<file path="src/rtl/bin_cnt_pkg.sv">
// Shared types and helpers for the programmable binary down-counter.
// Build option: BIN_DOWN_CNT_ONESHOT_EN selects one-shot terminal behaviour
// in the counter that imports this package.
package bin_cnt_pkg;

    // Controller states. DONE is only entered in the one-shot build.
    typedef enum logic [1:0] {
        IDLE = 2'd0,
        RUN  = 2'd1,
        DONE = 2'd2
    } cnt_state_e;

    // Default count width and the widest count the helpers accept.
    localparam int unsigned CNT_W = 4;
    localparam int unsigned MAX_W = 16;

    // Terminal-count compare; callers zero-extend their count to MAX_W bits.
    function automatic logic cnt_at_zero(input logic [MAX_W-1:0] value);
        return (value == '0);
    endfunction

endpackage

</file>
<file path="src/rtl/bin_down_counter.sv">
// Programmable binary down-counter / interval timer with reload register,
// combinational terminal count for cascading and a registered done pulse.
// Build option BIN_DOWN_CNT_ONESHOT_EN: when defined, the terminal event parks
// the counter at zero in DONE; otherwise it reloads and keeps running.
module bin_down_counter
    import bin_cnt_pkg::*;
#(
    parameter int unsigned       WIDTH     = CNT_W,
    parameter logic [WIDTH-1:0]  RESET_VAL = {WIDTH{1'b1}}
) (
    input  logic             clk,
    input  logic             rst,
    input  logic             load,
    input  logic [WIDTH-1:0] load_val,
    input  logic             start,
    input  logic             stop,
    input  logic             en,
    output logic [WIDTH-1:0] q,
    output logic             QA,
    output logic             QB,
    output logic             QC,
    output logic             QD,
    output logic             tc,
    output logic             done,
    output logic             busy
);

    cnt_state_e       state_q, state_d;
    logic [WIDTH-1:0] q_q, q_d;
    logic [WIDTH-1:0] reload_q, reload_d;
    logic             done_q, done_d;
    logic             at_zero;

    assign at_zero = cnt_at_zero(MAX_W'(q_q));

    // Next-state logic: load owns q/reload, stop beats start, counting is lowest.
    always_comb begin
        state_d  = state_q;
        q_d      = q_q;
        reload_d = reload_q;
        done_d   = 1'b0;

        unique case (state_q)
            IDLE: begin
                if (start && !stop) begin
                    state_d = RUN;
                end
            end
            RUN: begin
                if (stop) begin
                    state_d = IDLE;
                end else if (en && !load) begin
                    if (at_zero) begin
                        done_d = 1'b1;
`ifdef BIN_DOWN_CNT_ONESHOT_EN
                        state_d = DONE;
`else
                        q_d = reload_q;
`endif
                    end else begin
                        q_d = q_q - WIDTH'(1);
                    end
                end
            end
            DONE: begin
                // stop has no meaning here; start rearms from the reload value
                if (start) begin
                    state_d = RUN;
                    q_d     = reload_q;
                end
            end
            default: begin
                state_d = IDLE;
            end
        endcase

        // A load suppresses any count or terminal event in the same cycle.
        if (load) begin
            q_d      = load_val;
            reload_d = load_val;
        end
    end

    // State, count, reload value and done pulse registers.
    always_ff @(posedge clk or negedge rst) begin
        if (!rst) begin
            state_q  <= IDLE;
            q_q      <= RESET_VAL;
            reload_q <= RESET_VAL;
            done_q   <= 1'b0;
        end else begin
            state_q  <= state_d;
            q_q      <= q_d;
            reload_q <= reload_d;
            done_q   <= done_d;
        end
    end

    // Outputs; tc stays combinational so a cascaded stage sees it this cycle.
    always_comb begin
        q    = q_q;
        QA   = q_q[0];
        QB   = q_q[1];
        QC   = q_q[2];
        QD   = q_q[3];
        busy = (state_q == RUN);
        tc   = (state_q == RUN) && at_zero && en;
        done = done_q;
    end

endmodule

</file>
<file path="config.mk">
export PLATFORM = sky130hd
export DESIGN_NAME = bin_down_counter
export DESIGN_NICKNAME = d
export VERILOG_FILES = /design/src/rtl/bin_cnt_pkg.sv /design/src/rtl/bin_down_counter.sv
export SDC_FILE = /design/constraint.sdc
export NUM_CORES = 1
export LEC_CHECK = 0
export ABC_AREA = 1
export CORE_MARGIN = 5
export CORE_UTILIZATION = 40
export CTS_BUF_LIST = sky130_fd_sc_hd__clkbuf_2
export DETAILED_ROUTE_END_ITERATION = 8
export GPL_ROUTABILITY_DRIVEN = 0
export PLACE_DENSITY = 0.8
export SLEW_MARGIN = 20
export SYNTH_ARGS = -nofsm -noshare
export SYNTH_HDL_FRONTEND = slang
export SYNTH_SLANG_ARGS = --single-unit
</file>
<file path="constraint.sdc">
create_clock -name clk -period 2.7 [get_ports clk]
set_input_delay 0.54 -clock clk [delete_from_list [all_inputs] [get_ports clk]]
set_output_delay 0.54 -clock clk [all_outputs]
set_load 0.02 [all_outputs]
</file>
# Word level (Yosys, flattened, before mapping)
# Index checks and enable logic that the tools add are counted.
# word_totals
inputBits	10
wordCells	38
regBits	11
# classes
n_reduce_logical	11
mux	14
n_eq_ne	8
add_sub_neg	1
# ops
op	n
2-to-1 mux 4 bit	5
one-hot mux 4 bit (2 select lines)	1
2-to-1 mux 2 bit	3
!= test 2 bit (second input constant)	3
!= test 3 bit (second input constant)	2
one-hot mux 2 bit (3 select lines)	1
logical AND 1 bit	4
logical NOT 4 bit	1
2-to-1 mux 1 bit	4
AND reduction 4 bit	1
subtractor 4 x 1 -> 4 bit (second input constant)	1
!= test 3 x 2 -> 1 bit (second input constant)	1
AND reduction 3 bit	1
nonzero test 3 bit	1
== test 2 x 1 -> 1 bit (second input constant)	1
== test 2 bit (second input constant)	1
logical NOT 1 bit	2
logical NOT 2 bit	1

# Logic depth before layout (Yosys ltp)
# Gate-level depths: netlist of the first run.
# depth
ltp_word	6
ltp_mapped	8
mapped_depth_nobuf	8

# Worst setup path after synthesis of the first run
# No wires, ideal clock.
# synth_path
path_kind	register -> output
startpoint	register q_q[0], in the netlist q[0]
endpoint	output tc
arrival_ps	1237
n_path_buf	0
t_required_ps	2160
path_stages_with_launch	7
setup_slack_ps	923
cell_sequence	dfstp_2 -> inv_1 -> ha_1 -> inv_1 -> nor2_2 -> nand2_1 -> nor2_1
# synth_via
elab_chain_cells	3
# synth_lines
item	line_no	text
start, declared	bin_down_counter.sv:29	logic [WIDTH-1:0] q_q, q_d;
start signal, assigned	bin_down_counter.sv:93	q_q <= q_d;
logical NOT 4 bit	bin_cnt_pkg.sv:19	return (value == '0);
logical AND 1 bit (2 in series)	bin_down_counter.sv:107	tc = (state_q == RUN) && at_zero && en;
end, declared	bin_down_counter.sv:23	output logic tc,
# No other way between the ends.

# Worst setup path in the final report of the first run
# Same ends and word-level chain as after synthesis.

==> flow_summary.toml, run 1 <==
[power_and_ir_drop]
p_per_area_nw_per_um2 = 554
vdd_drop_max_uv = 310
cellLeakagePower_nw = 0.390

[critical_path]
crit_path_end_kind = "output port"
path_max_fanout = 5
arrival_ns = 1.66
start_kind = "register"
crit_type = "reg2out"
worstPathRequired_ns = 2.16

[timing]
whs_ns = 0.477
hold_viol_final = 0
finClkSkew_ns = 0.00689
slew_viol_final = 0
slew_headroom = 0.702
finalCritPeriodShare = 0.816
max_freq_mhz = 454
worst_pin_slew_ns = 0.445
worst_slack_ns = 0.496
setup_violations = 0
final.min_clock_period_ns = 2.20
grt_setup_unrepaired = "false"
tns_ns = 0

[floorplan]
num_rows = 13
coreArea_um2 = 1350
ios = 21
die-height_um = 48.3
fp.dieW_um = 48.3
start_util = 0.435
dieArea_um2 = 2330

[flow_run]
maxCapViolCount = 0

[yosys]
yosys_warnings = 0
ys_seq_area_frac = 0.443
syn_nets = 82
synth_area_um2 = 587
synthTopCellsByArea = "dfstp_2 36%, nand2_1 13%, dfrtp_1 8.5%, buf_4 5.1%, inv_1 4.5%"
avgSynthCellArea_um2 = 8.26
yosysTopAreaCellShare = 0.358
synth.distinct_cells = 20
syn_inst = 71
ys_ff_latch = 10
yosysTopAreaCell = "dfstp_2"

[placement]
place_area_um2 = 764
portBuffers = 20
place_ws_ns = 0.260
place_hpwl_um = 955

[worst_hold_path]
hold_class = "reg2reg"

[cells_and_area]
drive_gt1_frac = 0.189
fillCellCount = 125
syn2layout_area_growth_pct = 34.1
multiInputGateArea_um2 = 255
seqCellArea_um2 = 260
fin_nets = 102
fin_area_um2 = 787
n_antenna_cell = 0

[clock_tree]
ctsHtreeMaxLevel = 1
tritoncts = "yes"
root_buffer = "clkbuf_2"
hold_buffers = 0
cts_inserted_buffers = 3
clkTransAtPathRegs_ns = 0.11
clock_latency_ns = 0.25
numClockSinks = 10
cts_buffer_depth = 2

[route]
wl_per_cell_um = 11.4
drt_iter0_drc = 5
vias = 505
viasPerCell = 4.81
drtPass1Iterations = 4
ant_nets = 0
drt-total-wl_um = 1200
drc = 0

[run_status]
status = "complete, no violations"

[grt]
grt_pass1_wl_um = 2270
grt_usage = 0.118
grt_max_degree = 12
grt_pass1_vias = 517
antenna_found_initial = 0
overflow = 0
## cells in the final DEF, fill, tap and decap left out
| cell type | instances |
|---|---|
| ha_1 | 1 |
| dfstp_2 | 8 |
| o211ai_2 | 1 |
| inv_1 | 7 |
| a21oi_1 | 3 |
| dfrtp_1 | 2 |
| dlymetal6s2s_1 | 1 |
| nor4_1 | 1 |
| o211ai_1 | 1 |
| inv_2 | 1 |
| a21boi_1 | 3 |
| nand3b_4 | 1 |
| clkdlybuf4s50_1 | 19 |
| nand2_4 | 1 |
| nor3_1 | 1 |
| nor2_2 | 1 |
| nor2_1 | 7 |
| clkbuf_2 | 4 |
| o21ai_0 | 2 |
| nand2_1 | 20 |
| nand3_1 | 5 |
## cell usage after synthesis (all sizes together)
master / instances
dfstp: 8
nand3: 5
o211ai: 2
a21boi: 3
a21oi: 3
inv: 8
nand3b: 1
o21ai: 2
nor3: 1
nor4: 1
buf: 5
ha: 1
dfrtp: 2
nor2: 8
nand2: 21
## worst paths after layout
path                        startpoint     endpoint  slack (ns)  depth (start not counted)
min in group asynchronous          rst         done        0.58                          1
min reg2reg                reload_q[2]  reload_q[2]        0.48                          2
max                               q[0]           tc        0.50                          7
max in group asynchronous          rst         q[1]        1.77                          1
max reg2reg                       q[0]         q[1]        1.27                          8
min                        reload_q[2]  reload_q[2]        0.48                          2
## cell type report
class,instances,share of cell area
Multi-Input combinational cell,48,0.324
Clock buffer,4,0.0254
Timing Repair Buffer,20,0.258
Tap cell,15,0.0238
Sequential cell,10,0.331
Inverter,8,0.0382
## through the flow
step / utilization / cells / total power, mW
finish: 0.583 / 105 / 0.436
global route: 0.583 / 105 / 0.471
CTS: 0.581 / 105 / 0.443
detailed placement: 0.566 / 101 / 0.349
global placement: 0.566 / 101 / 0.345
floorplan: - / 71 / 0.292
## kinds of logic (layout without fill, tap and decap cells)
family,after synthesis,after routing,synth area share
simple gates,37,37,0.299
buf+inv,13,32,0.122
compound gates,10,10,0.115
flops,10,10,0.443
fa+ha+maj,1,1,0.0213
## timing repair
item                       in CTS  in global routing
setup endpoints to repair       0                  1
setup buffers                   0                  0
resized for setup               0                  1
## report_power, final
group / switching [mW] / internal, mW
clock network: 0.0529 / 0.0393
logic: 0.0778 / 0.0702
registers: 0.0182 / 0.178
total: 0.149 / 0.287
## critical path, stage by stage (launching register included)
cell and delay [ns]:
dfstp_2 0.58, inv_1 0.07, ha_1 0.19, inv_1 0.11
nor2_2 0.07, nand2_1 0.13, nor2_1 0.06, dlymetal6s2s_1 0.20
## flip-flops by register name, indices dropped and copies added (netlist names)
| name | flops |
|---|---|
| q | 4 |
| done | 1 |
| reload_q | 4 |
| state_q | 1 |
## routing by layer
layer | up-vias | wire length, um | part of all wire | track usage
met2 | 16 | 549 | 0.46 | 0.185
met3 | 0 | 91 | 0.076 | 0.0642
met5 | - | 0 | 0 | 0
met1 | 225 | 561 | 0.47 | 0.139
li1 | 264 | - | - | -
met4 | 0 | 0 | 0 | 0.0276
Power figures use the tool's default switching activity.
==> run 2: changes to the inputs <==
Settings changed: PLACE_DENSITY 0.8 to 0.83.
Clock period 2.7 ns to 1.9 ns, I/O delays scaled along.
==> flow_summary.toml, run 2 (synthesis gave the netlist of run 1 again) <==
[clock_tree]
ctsHtreeMaxLevel = 1
clock_latency_ns = 0.25
clkTransAtPathRegs_ns = 0.11
root_buffer = "clkbuf_2"
numClockSinks = 10
cts_inserted_buffers = 3
cts_buffer_depth = 2
tritoncts = "yes"

[route]
drtPass1Iterations = 4
wl_per_cell_um = 13.1
drc = 0
viasPerCell = 5.08
vias = 574
ant_nets = 0
drt-total-wl_um = 1480
drt_iter0_drc = 28

[floorplan]
dieArea_um2 = 2330
ios = 21
die-height_um = 48.3
num_rows = 13
fp.dieW_um = 48.3
start_util = 0.435
coreArea_um2 = 1350

[timing]
finalCritPeriodShare = 0.975
hold_viol_final = 0
slew_headroom = 0.690
setup_violations = 0
worst_pin_slew_ns = 0.464
whs_ns = 0.430
slew_viol_final = 0
max_freq_mhz = 540
final.min_clock_period_ns = 1.85
finClkSkew_ns = 0.00642

[critical_path]
path_cells = "clkdlybuf4s50_1"
arrival_ns = 1.47
critPathBufInv = 1
start_kind = "register"
max_stage_delay_ns = 0.62
crit_path_end_kind = "output port"
critPathTopFamily = "buffers and inverters"
worstPathRequired_ns = 1.52
crit_type = "reg2out"
crit_slowest_cell = "clkdlybuf4s50_1"
path_max_fanout = 6

[grt]
grt_pass1_vias = 570
grt_pass1_wl_um = 2350
antenna_found_initial = 0
overflow = 0
grt_usage = 0.125
grt_max_degree = 12

[power_and_ir_drop]
p_per_area_nw_per_um2 = 766
cellLeakagePower_nw = 0.472
vdd_drop_max_uv = 466

[cells_and_area]
fin_nets = 110
fin_util = 0.640
fillCellCount = 121
syn2layout_area_growth_pct = 47.3
n_antenna_cell = 0
layout_commonest_cell = "nand2_1"
final_cell_mix = "19 x nand2_1, 12 x clkdlybuf4s50_1, 9 x buf_4, 8 x dfstp_2"
multiInputGateArea_um2 = 260
drive_gt1_frac = 0.296
seqCellArea_um2 = 260

[worst_hold_path]
hold_class = "in2async"

[placement]
place_hpwl_um = 1130
portBuffers = 20

[run_status]
status = "complete, no violations"

[flow_run]
maxCapViolCount = 0
## run 2: area by class of cell
type                            count  area share
Multi-Input combinational cell     48       0.301
Sequential cell                    10       0.301
Clock buffer                        4      0.0232
Tap cell                           15      0.0217
Inverter                            8      0.0347
Timing Repair Buffer               28       0.318
## run 2: what timing repair did
action	4_1_cts	5_1_grt
setup endpoints to repair	1	8
buffers inserted	0	0
gates resized for setup	4	11
hold buffers	0	0
## run 2: final timing paths
check                                 start     endpoint  slack [ns]  depth (start not counted)
worst max-delay path                   q[2]         q[2]        0.05                          1
worst min-delay path                    rst   state_q[0]        0.43                          1
worst max register to register         q[0]         q[0]        0.54                          9
worst min register to register  reload_q[2]  reload_q[2]        0.48                          2
max in group asynchronous               rst  reload_q[1]        1.12                          1
min in group clk                reload_q[2]  reload_q[2]        0.48                          2
## run 2: per-layer routing
metal / GRT usage / wire length [um] / vias to the layer above
li1: - / - / 279
met1: 0.135 / 617 / 277
met2: 0.202 / 766 / 16
met3: 0.0428 / 87 / 2
met4: 0.0876 / 11 / 0
met5: 0 / 0 / -
## run 2: where the power goes
group	internal (mW)	switching (mW)	total, mW
registers	0.252	0.0215	0.274
clock network	0.0559	0.0789	0.135
logic	0.123	0.131	0.254
## run 2: metrics by stage
stage / cell area, um^2 / instances / setup TNS [ns] / setup WS (ns) / power [mW]
floorplan: 587 / 71 / 0 / 0.283 / 0.415
global placement: 825 / 109 / -0.106 / -0.106 / 0.521
detailed placement: 825 / 109 / -0.140 / -0.140 / 0.533
CTS: 840 / 113 / 0 / 0.00542 / 0.665
global route: 865 / 113 / -0.00240 / -0.00240 / 0.697
finish: 865 / 113 / 0 / 0.0471 / 0.663
